## config.mk

```make
export PLATFORM = sky130hd
export DESIGN_NAME = fifo_wr_arbiter
export DESIGN_NICKNAME = d
export VERILOG_FILES = /design/src/rtl/fifo_arb_pkg.sv /design/src/rtl/fifo_wr_arbiter_rr_pick.sv /design/src/rtl/fifo_wr_arbiter.sv
export SDC_FILE = /design/constraint.sdc
export NUM_CORES = 1
export LEC_CHECK = 0
export ABC_AREA = 1
export CORE_ASPECT_RATIO = 1.4
export CORE_MARGIN = 2
export CORE_UTILIZATION = 46
export DETAILED_ROUTE_END_ITERATION = 12
export GPL_ROUTABILITY_DRIVEN = 0
export MAX_ROUTING_LAYER = met4
export PLACE_DENSITY_LB_ADDON = 0.15
export SLEW_MARGIN = 10
export SYNTH_ARGS = -nofsm -noshare
export SYNTH_HDL_FRONTEND = slang
export SYNTH_SLANG_ARGS = --single-unit
```

## constraint.sdc

```tcl
create_clock -name clk -period 3.07 [get_ports clk]
set_clock_uncertainty 0.1 [all_clocks]
set_input_delay 0.307 -clock clk [delete_from_list [all_inputs] [get_ports clk]]
set_output_delay 0.307 -clock clk [all_outputs]
set_load 0.005 [all_outputs]
```

## src/rtl/fifo_arb_pkg.sv

```systemverilog
// fifo_arb_pkg: shared types and width helpers for the FIFO write arbiter.
//   - arb_state_t : two-state arbiter FSM encoding (no owner / burst owner)
//   - *_width()   : $clog2-based widths for producer index, occupancy and beat count
//   - *_DEF       : default parameter values used by the arbiter and its picker
package fifo_arb_pkg;

    typedef enum logic [0:0] {
        ST_IDLE  = 1'b0,
        ST_BURST = 1'b1
    } arb_state_t;

    localparam int NREQ_DEF  = 32'sd4;
    localparam int WIDTH_DEF = 32'sd8;
    localparam int DEPTH_DEF = 32'sd8;
    localparam int BURST_DEF = 32'sd4;

    // Producer index width; a single producer still needs one bit.
    function automatic int id_width(input int nreq);
        return (nreq > 32'sd1) ? $clog2(nreq) : 32'sd1;
    endfunction

    // Occupancy must represent 0..DEPTH inclusive.
    function automatic int occ_width(input int depth);
        return $clog2(depth) + 32'sd1;
    endfunction

    // Beat counter must represent 0..BURST inclusive.
    function automatic int beat_width(input int burst);
        return $clog2(burst + 32'sd1);
    endfunction

endpackage

```

## src/rtl/fifo_wr_arbiter_rr_pick.sv

```systemverilog
// rr_pick: combinational rotating-priority picker.
//   req   : request vector, one bit per producer
//   last  : index of the previous owner; search starts at last+1 and wraps
//   found : at least one request bit is set
//   idx   : first requesting index at or after last+1 (modulo NREQ)
module rr_pick
    import fifo_arb_pkg::*;
#(
    parameter int NREQ = NREQ_DEF,
    parameter int IDW  = id_width(NREQ)
) (
    input  logic [NREQ-1:0] req,
    input  logic [IDW-1:0]  last,
    output logic            found,
    output logic [IDW-1:0]  idx
);

    // One spare bit so last+offset (at most 2*NREQ-1) never overflows before the wrap.
    logic [IDW:0] cand_s;

    // Walk offsets from farthest to nearest so the nearest requester is written last and wins.
    always_comb begin
        found  = 1'b0;
        idx    = last;
        cand_s = '0;
        for (int off = NREQ; off >= 1; off--) begin
            cand_s = {1'b0, last} + (IDW+1)'(off);
            cand_s = (cand_s >= (IDW+1)'(NREQ)) ? (cand_s - (IDW+1)'(NREQ)) : cand_s;
            found  = found | req[cand_s[IDW-1:0]];
            idx    = req[cand_s[IDW-1:0]] ? cand_s[IDW-1:0] : idx;
        end
    end

endmodule

```

## src/rtl/fifo_wr_arbiter.sv

```systemverilog
// fifo_wr_arbiter: round-robin, burst-locked write arbiter in front of a fifo_sync write port.
//   clk, reset   : single clock, synchronous active-high reset
//   req_valid    : per-producer valid
//   req_data     : producer i data in bits [i*WIDTH +: WIDTH]
//   req_ready    : combinational per-producer ready (only the owner can be ready)
//   fifo_full    : FIFO full flag, used as a secondary write gate
//   fifo_rd_ack  : one pulse per word removed from the FIFO
//   fifo_wr_en   : registered write strobe, one cycle after the handshake
//   fifo_din     : registered write data
//   grant_valid  : a burst grant is held
//   grant_id     : current or last owner
//   occupancy    : local count of words in the FIFO (credit counter)
module fifo_wr_arbiter
    import fifo_arb_pkg::*;
#(
    parameter int NREQ  = NREQ_DEF,
    parameter int WIDTH = WIDTH_DEF,
    parameter int DEPTH = DEPTH_DEF,
    parameter int BURST = BURST_DEF
) (
    input  logic                        clk,
    input  logic                        reset,
    input  logic [NREQ-1:0]             req_valid,
    input  logic [NREQ*WIDTH-1:0]       req_data,
    output logic [NREQ-1:0]             req_ready,
    input  logic                        fifo_full,
    input  logic                        fifo_rd_ack,
    output logic                        fifo_wr_en,
    output logic [WIDTH-1:0]            fifo_din,
    output logic                        grant_valid,
    output logic [id_width(NREQ)-1:0]   grant_id,
    output logic [occ_width(DEPTH)-1:0] occupancy
);

    localparam int IDW = id_width(NREQ);
    localparam int OCW = occ_width(DEPTH);
    localparam int BCW = beat_width(BURST);

    // After reset the search starts at NREQ-1+1, giving producer 0 first priority.
    localparam logic [IDW-1:0] LAST_RST  = IDW'(NREQ - 1);
    localparam logic [OCW-1:0] OCC_MAX   = OCW'(DEPTH);
    localparam logic [BCW-1:0] BEAT_LAST = BCW'(BURST - 1);

    arb_state_t         state_r;
    arb_state_t         state_next_s;
    logic [IDW-1:0]     owner_r;
    logic [IDW-1:0]     last_r;
    logic [BCW-1:0]     beat_cnt_r;
    logic [OCW-1:0]     occupancy_r;
    logic               wr_en_r;
    logic [WIDTH-1:0]   din_r;

    logic               pick_found_s;
    logic [IDW-1:0]     pick_idx_s;
    logic               owner_valid_s;
    logic [WIDTH-1:0]   owner_data_s;
    logic               can_wr_s;
    logic               xfer_s;
    logic               release_s;
    logic               ack_eff_s;

    rr_pick #(
        .NREQ (NREQ),
        .IDW  (IDW)
    ) u_pick (
        .req   (req_valid),
        .last  (last_r),
        .found (pick_found_s),
        .idx   (pick_idx_s)
    );

    assign owner_valid_s = req_valid[owner_r];
    assign owner_data_s  = req_data[int'(owner_r) * WIDTH +: WIDTH];

    // Credit gate uses the pre-update count, so an ack never frees a slot in its own cycle.
    assign can_wr_s  = (state_r == ST_BURST) && (occupancy_r < OCC_MAX) && !fifo_full;
    assign xfer_s    = can_wr_s && owner_valid_s;
    // A credit stall keeps the grant; only a dropped valid or the final beat ends the burst.
    assign release_s = (state_r == ST_BURST) &&
                       (!owner_valid_s || (xfer_s && (beat_cnt_r == BEAT_LAST)));
    // Acks arriving with an empty count are spurious and dropped.
    assign ack_eff_s = fifo_rd_ack && (occupancy_r != '0);

    // FSM state register.
    always_ff @(posedge clk) begin
        if (reset) begin
            state_r <= ST_IDLE;
        end else begin
            state_r <= state_next_s;
        end
    end

    // FSM next-state logic: grant on any request, drop back to IDLE on release.
    always_comb begin
        state_next_s = state_r;
        case (state_r)
            ST_IDLE: begin
                if (pick_found_s) begin
                    state_next_s = ST_BURST;
                end else begin
                    state_next_s = ST_IDLE;
                end
            end
            ST_BURST: begin
                if (release_s) begin
                    state_next_s = ST_IDLE;
                end else begin
                    state_next_s = ST_BURST;
                end
            end
            default: begin
                state_next_s = ST_IDLE;
            end
        endcase
    end

    // FSM outputs: only the owner sees ready, and only while credit is available.
    always_comb begin
        req_ready = '0;
        case (state_r)
            ST_IDLE: begin
                req_ready = '0;
            end
            ST_BURST: begin
                req_ready[owner_r] = can_wr_s;
            end
            default: begin
                req_ready = '0;
            end
        endcase
    end

    // Owner, round-robin pointer and beat counter bookkeeping.
    always_ff @(posedge clk) begin
        if (reset) begin
            owner_r    <= '0;
            last_r     <= LAST_RST;
            beat_cnt_r <= '0;
        end else begin
            if ((state_r == ST_IDLE) && pick_found_s) begin
                owner_r    <= pick_idx_s;
                beat_cnt_r <= '0;
            end else if (xfer_s) begin
                beat_cnt_r <= beat_cnt_r + BCW'(1);
            end
            if (release_s) begin
                last_r <= owner_r;
            end
        end
    end

    // Credit counter: counts accepted handshakes, not the delayed write strobe.
    always_ff @(posedge clk) begin
        if (reset) begin
            occupancy_r <= '0;
        end else begin
            case ({xfer_s, ack_eff_s})
                2'b10:   occupancy_r <= occupancy_r + OCW'(1);
                2'b01:   occupancy_r <= occupancy_r - OCW'(1);
                default: occupancy_r <= occupancy_r;
            endcase
        end
    end

    // FIFO write port registers; reset drops any write still in flight.
    always_ff @(posedge clk) begin
        if (reset) begin
            wr_en_r <= 1'b0;
            din_r   <= '0;
        end else begin
            wr_en_r <= xfer_s;
            if (xfer_s) begin
                din_r <= owner_data_s;
            end
        end
    end

    assign fifo_wr_en  = wr_en_r;
    assign fifo_din    = din_r;
    assign grant_valid = (state_r == ST_BURST);
    assign grant_id    = owner_r;
    assign occupancy   = occupancy_r;

endmodule

```

==> metrics.sh <==
RESULT_OF_THE_RUN='finished, final reports clean'
GR-USAGE-ALL-LAYERS=0.225
SLEW_HEADROOM=0.683
MIN_FROM='beat_cnt_r[2]'
RSZ_0062_RAISED_AFTER_GLOBAL_ROUTING='false'
DRT_WL_TOTAL_MM=3.61
WORST_CASE_VDD_IR_DROP_uV=393
TIMING.CRITICAL_PATH.DEPTH=13
TOTAL_COUNT_OF_MAX_TRANSITION_VIOLATIONS_IN_THE_FINAL_REPORT=0
POST_CTS_RESIZED=0
POSTSYNTHNETCOUNT=280
CORE_AREA_UM2=3090
FP.DIEAREA_UM2=3700
SETUP.REG_TO_REG.WORST_SLACK_NS=0.61
SYN_TO_FINAL_GROWTH_PCT=43.5
CLOCK_PATH_BUFFERS=2
FIRSTDRTPASSITERS=4
LEAKAGE_nW=0.976
ROUTED_WIRE_LENGTH_PER_INSTANCE_UM=10.9
GRT_FIRST_PASS_WIRELENGTH_MM=6.34
CTS_TREE='done'
R2R_CELL_COUNT=13
DIE_W_UM=52.0
TIMING.FINAL.SETUP_VIOLATIONS=0
COUNT_OF_SYNTHESIS_STAGE_WARNINGS_FROM_YOSYS=0
CTS-BUFFERS-INSERTED=3
CTSROOTBUFFERMASTER='clkbuf_8'
HOLD-PATH-CELL-COUNT=2
SYNTH_AREA_PER_CELL_UM2=6.31
CLK_PIN_SLEW_WORST_PATHS_NS=0.07
NUMCLOCKSINKS=21
REGTOREGSTARTPOINT='grant_id[0]'
PATH_CLASS='flip-flop to flip-flop'
SYNTH.FF_LATCH_COUNT=21
GRT_ANTENNA_BEFORE_REPAIR=0
CRIT-REG2REG-CAPTURE='occupancy[2]'
TIMING.HOLD.WS_NS=0.378
MAX_STAGE_DELAY_NS=0.59
CRITPATHTOPFAMILY='flip-flops'
PEAK_CLOCK_FREQUENCY_SUPPORTED_BY_TIMING_MHz=407
HPWL_MM=2.89
HOLD_VIOL_FINAL=0
CTS_MAX_LEVEL=1
FINAL_MIN_PERIOD_OVER_CLOCK_PERIOD=0.800
FINALINSTANCEAREA_UM2=2130
NETLIST_AREA_UM2=1480
WORST-SLEW-PIN-TRANSITION_NS=0.476
PLACEDINSTANCEAREA_UM2=2080
NUM_ANTENNA_CELLS=0
CLOCK_PERIOD_MINUS_WORST_SLACK_NS=2.46
WORST_SLACK_AFTER_DETAILED_PLACEMENT_NS=0.487
CRIT_PATH_END_KIND='flip-flop'
FIN_SETUP_TNS_NS=0
NUMPORTBUFFERS=59
WORST_HOLD_ENDPOINT='beat_cnt_r[2]'
CRIT_SLOWEST_CELL='dfxtp_1'
FINAL_CRITICAL_PATH_SETUP_SLACK_NS=0.613
FINAL_LAYOUT_SIZE_SUFFIX_GT1_FRAC=0.116
GRT.OVERFLOW.TOTAL=0
DETAIL-ROUTE-ANTENNA-NETS=0
PATH_CELLS='inv_1, nand2_1, nor2_1, nor2_2, nand2_2, nand2_4, ha_1, xor2_1, ha_1, a21oi_1, xnor2_1, o21ai_0, inv_1'
STARTPOINT='grant_id[0]'
DRT_DRC_VIOLATIONS_LEFT=0
LAYOUT.CELLS.MOST_COMMON_LIST='nand2_1 (86), clkdlybuf4s50_1 (59), a21oi_1 (22), dfxtp_1 (21), nor2_1 (18)'
SYNTH_SEQ_AREA_SHARE=0.284
SYNTH.DISTINCT_CELLS=28
GRT_START_MAX_NET_PINS=20
CTS.HOLD.BUFFERS_ADDED=0
LAYOUT.CELLS.MOST_COMMON='nand2_1'
CP.ARRIVAL_NS=2.51
TIMING.CRITICAL_PATH.FROM_TYPE='flip-flop'
STD_CELL_ROWS=24
FLOORPLAN.DIE.HEIGHT_UM=71.2
PIN_COUNT=60
POWER.DENSITY_nW_PER_UM2=684
ROUTE.VIAS.TOTAL=1644
FIN_UTIL=0.688
CRITICAL_PATH_BUF_INV_COUNT=2
MAXCAPVIOLATIONS=0
GRT_PASS1_VIAS=1608
INITIAL_CORE_UTIL=0.479
POST-CTS-SETUP-BUFFERS=0
INSERTION_DELAY_NS=0.26
POST_SYNTH_INST_COUNT=235
DETAIL_ROUTE.VIAS_PER_CELL=4.97
CRITPATHREQUIREDTIME_NS=3.13
WORSTHOLDPATHTYPE='flip-flop to flip-flop'
FIN_NETS=338
WORST-PATH-MAX-FANOUT=17
DRT_ITER0_DRC=27
==> worst max-delay path by stage <==
| stage | to |
|---|---|
| after floorplan | occupancy[2] |
| after global placement | occupancy[2] |
| after detailed placement | occupancy[2] |
| after CTS | occupancy[2] |
| after global routing | occupancy[2] |
| final | occupancy[2] |
==> cell type report <==
cell class	instances	area (µm²)
flip-flops and latches	21	420
inverters	20	77.6
repair buffers	62	613
multi-input cells	185	922
clock buffers	4	45.0
fillers	285	966
well taps	39	48.8
==> metal layers <==
metal  up-vias  routed length (µm)  GRT usage
met3         7                 143     0.0338
li1        867                   -          -
met5         -                   0          -
met1       733                1540      0.239
met4         0                  56     0.0848
met2        37                1870      0.406
==> power by group <==
| part | total, mW | internal (mW) | switching [mW] |
|---|---|---|---|
| clock | 0.178 | 0.0924 | 0.0859 |
| sequential | 0.416 | 0.337 | 0.0791 |
| combinational | 0.861 | 0.374 | 0.487 |
| total | 1.46 | 0.804 | 0.652 |
==> cells in the mapped netlist <==
master | instances | area, µm²
ha_1 | 5 | 62.6
inv_1 | 13 | 48.8
nor3_1 | 2 | 10.0
o21ai_0 | 9 | 45.0
o211ai_1 | 3 | 22.5
nand2_4 | 1 | 11.3
or2_0 | 2 | 12.5
xnor2_1 | 1 | 8.76
nand2_2 | 7 | 43.8
nand4_1 | 1 | 6.26
a21oi_2 | 3 | 26.3
clkbuf_1 | 3 | 11.3
dfxtp_1 | 21 | 420
o21a_1 | 1 | 7.51
nor2_1 | 18 | 67.6
nor2_2 | 2 | 12.5
inv_2 | 6 | 22.5
buf_4 | 1 | 7.51
nand2_1 | 86 | 323
o21ai_1 | 3 | 15.0
o21ai_2 | 1 | 8.76
inv_4 | 1 | 6.26
a21oi_1 | 22 | 110
nand3_1 | 10 | 50.1
buf_6 | 3 | 33.8
buf_2 | 2 | 10.0
nor3_2 | 7 | 70.1
xor2_1 | 1 | 8.76
==> cells by family (layout without fill, tap and decap cells) <==
kind of cell,Yosys count,after routing,share of synthesized area
flip-flops,21,21,0.284
AO/OA/AOI/OAI,42,42,0.159
buffers and inverters,29,86,0.0945
adder cells (fa/ha/maj),5,5,0.0422
AND/OR/NAND/NOR,136,136,0.409
XOR/XNOR,2,2,0.0118
==> sequential cells by signal, summed over array words and instances, names as in the netlist <==
register / cells
grant_id: 2
occupancy: 4
beat_cnt_r: 3
fifo_din: 8
grant_valid: 1
last_r: 2
fifo_wr_en: 1
==> tightest hold or removal path, stage by stage (launching register included) <==
cell     delay, ns
dfxtp_1       0.31
nand2_1       0.08
a21oi_2       0.05
==> metrics by stage <==
| stage | instances | total power [mW] |
|---|---|---|
| 6_report | 331 | 1.46 |
| 5_1_grt | 331 | 1.61 |
| 4_1_cts | 331 | 1.47 |
| 3_5_place_dp | 327 | 1.29 |
| 3_3_place_gp | 327 | 1.28 |
| 2_1_floorplan | 235 | 1.02 |
No activity file was read; power rests on OpenSTA's default activity.
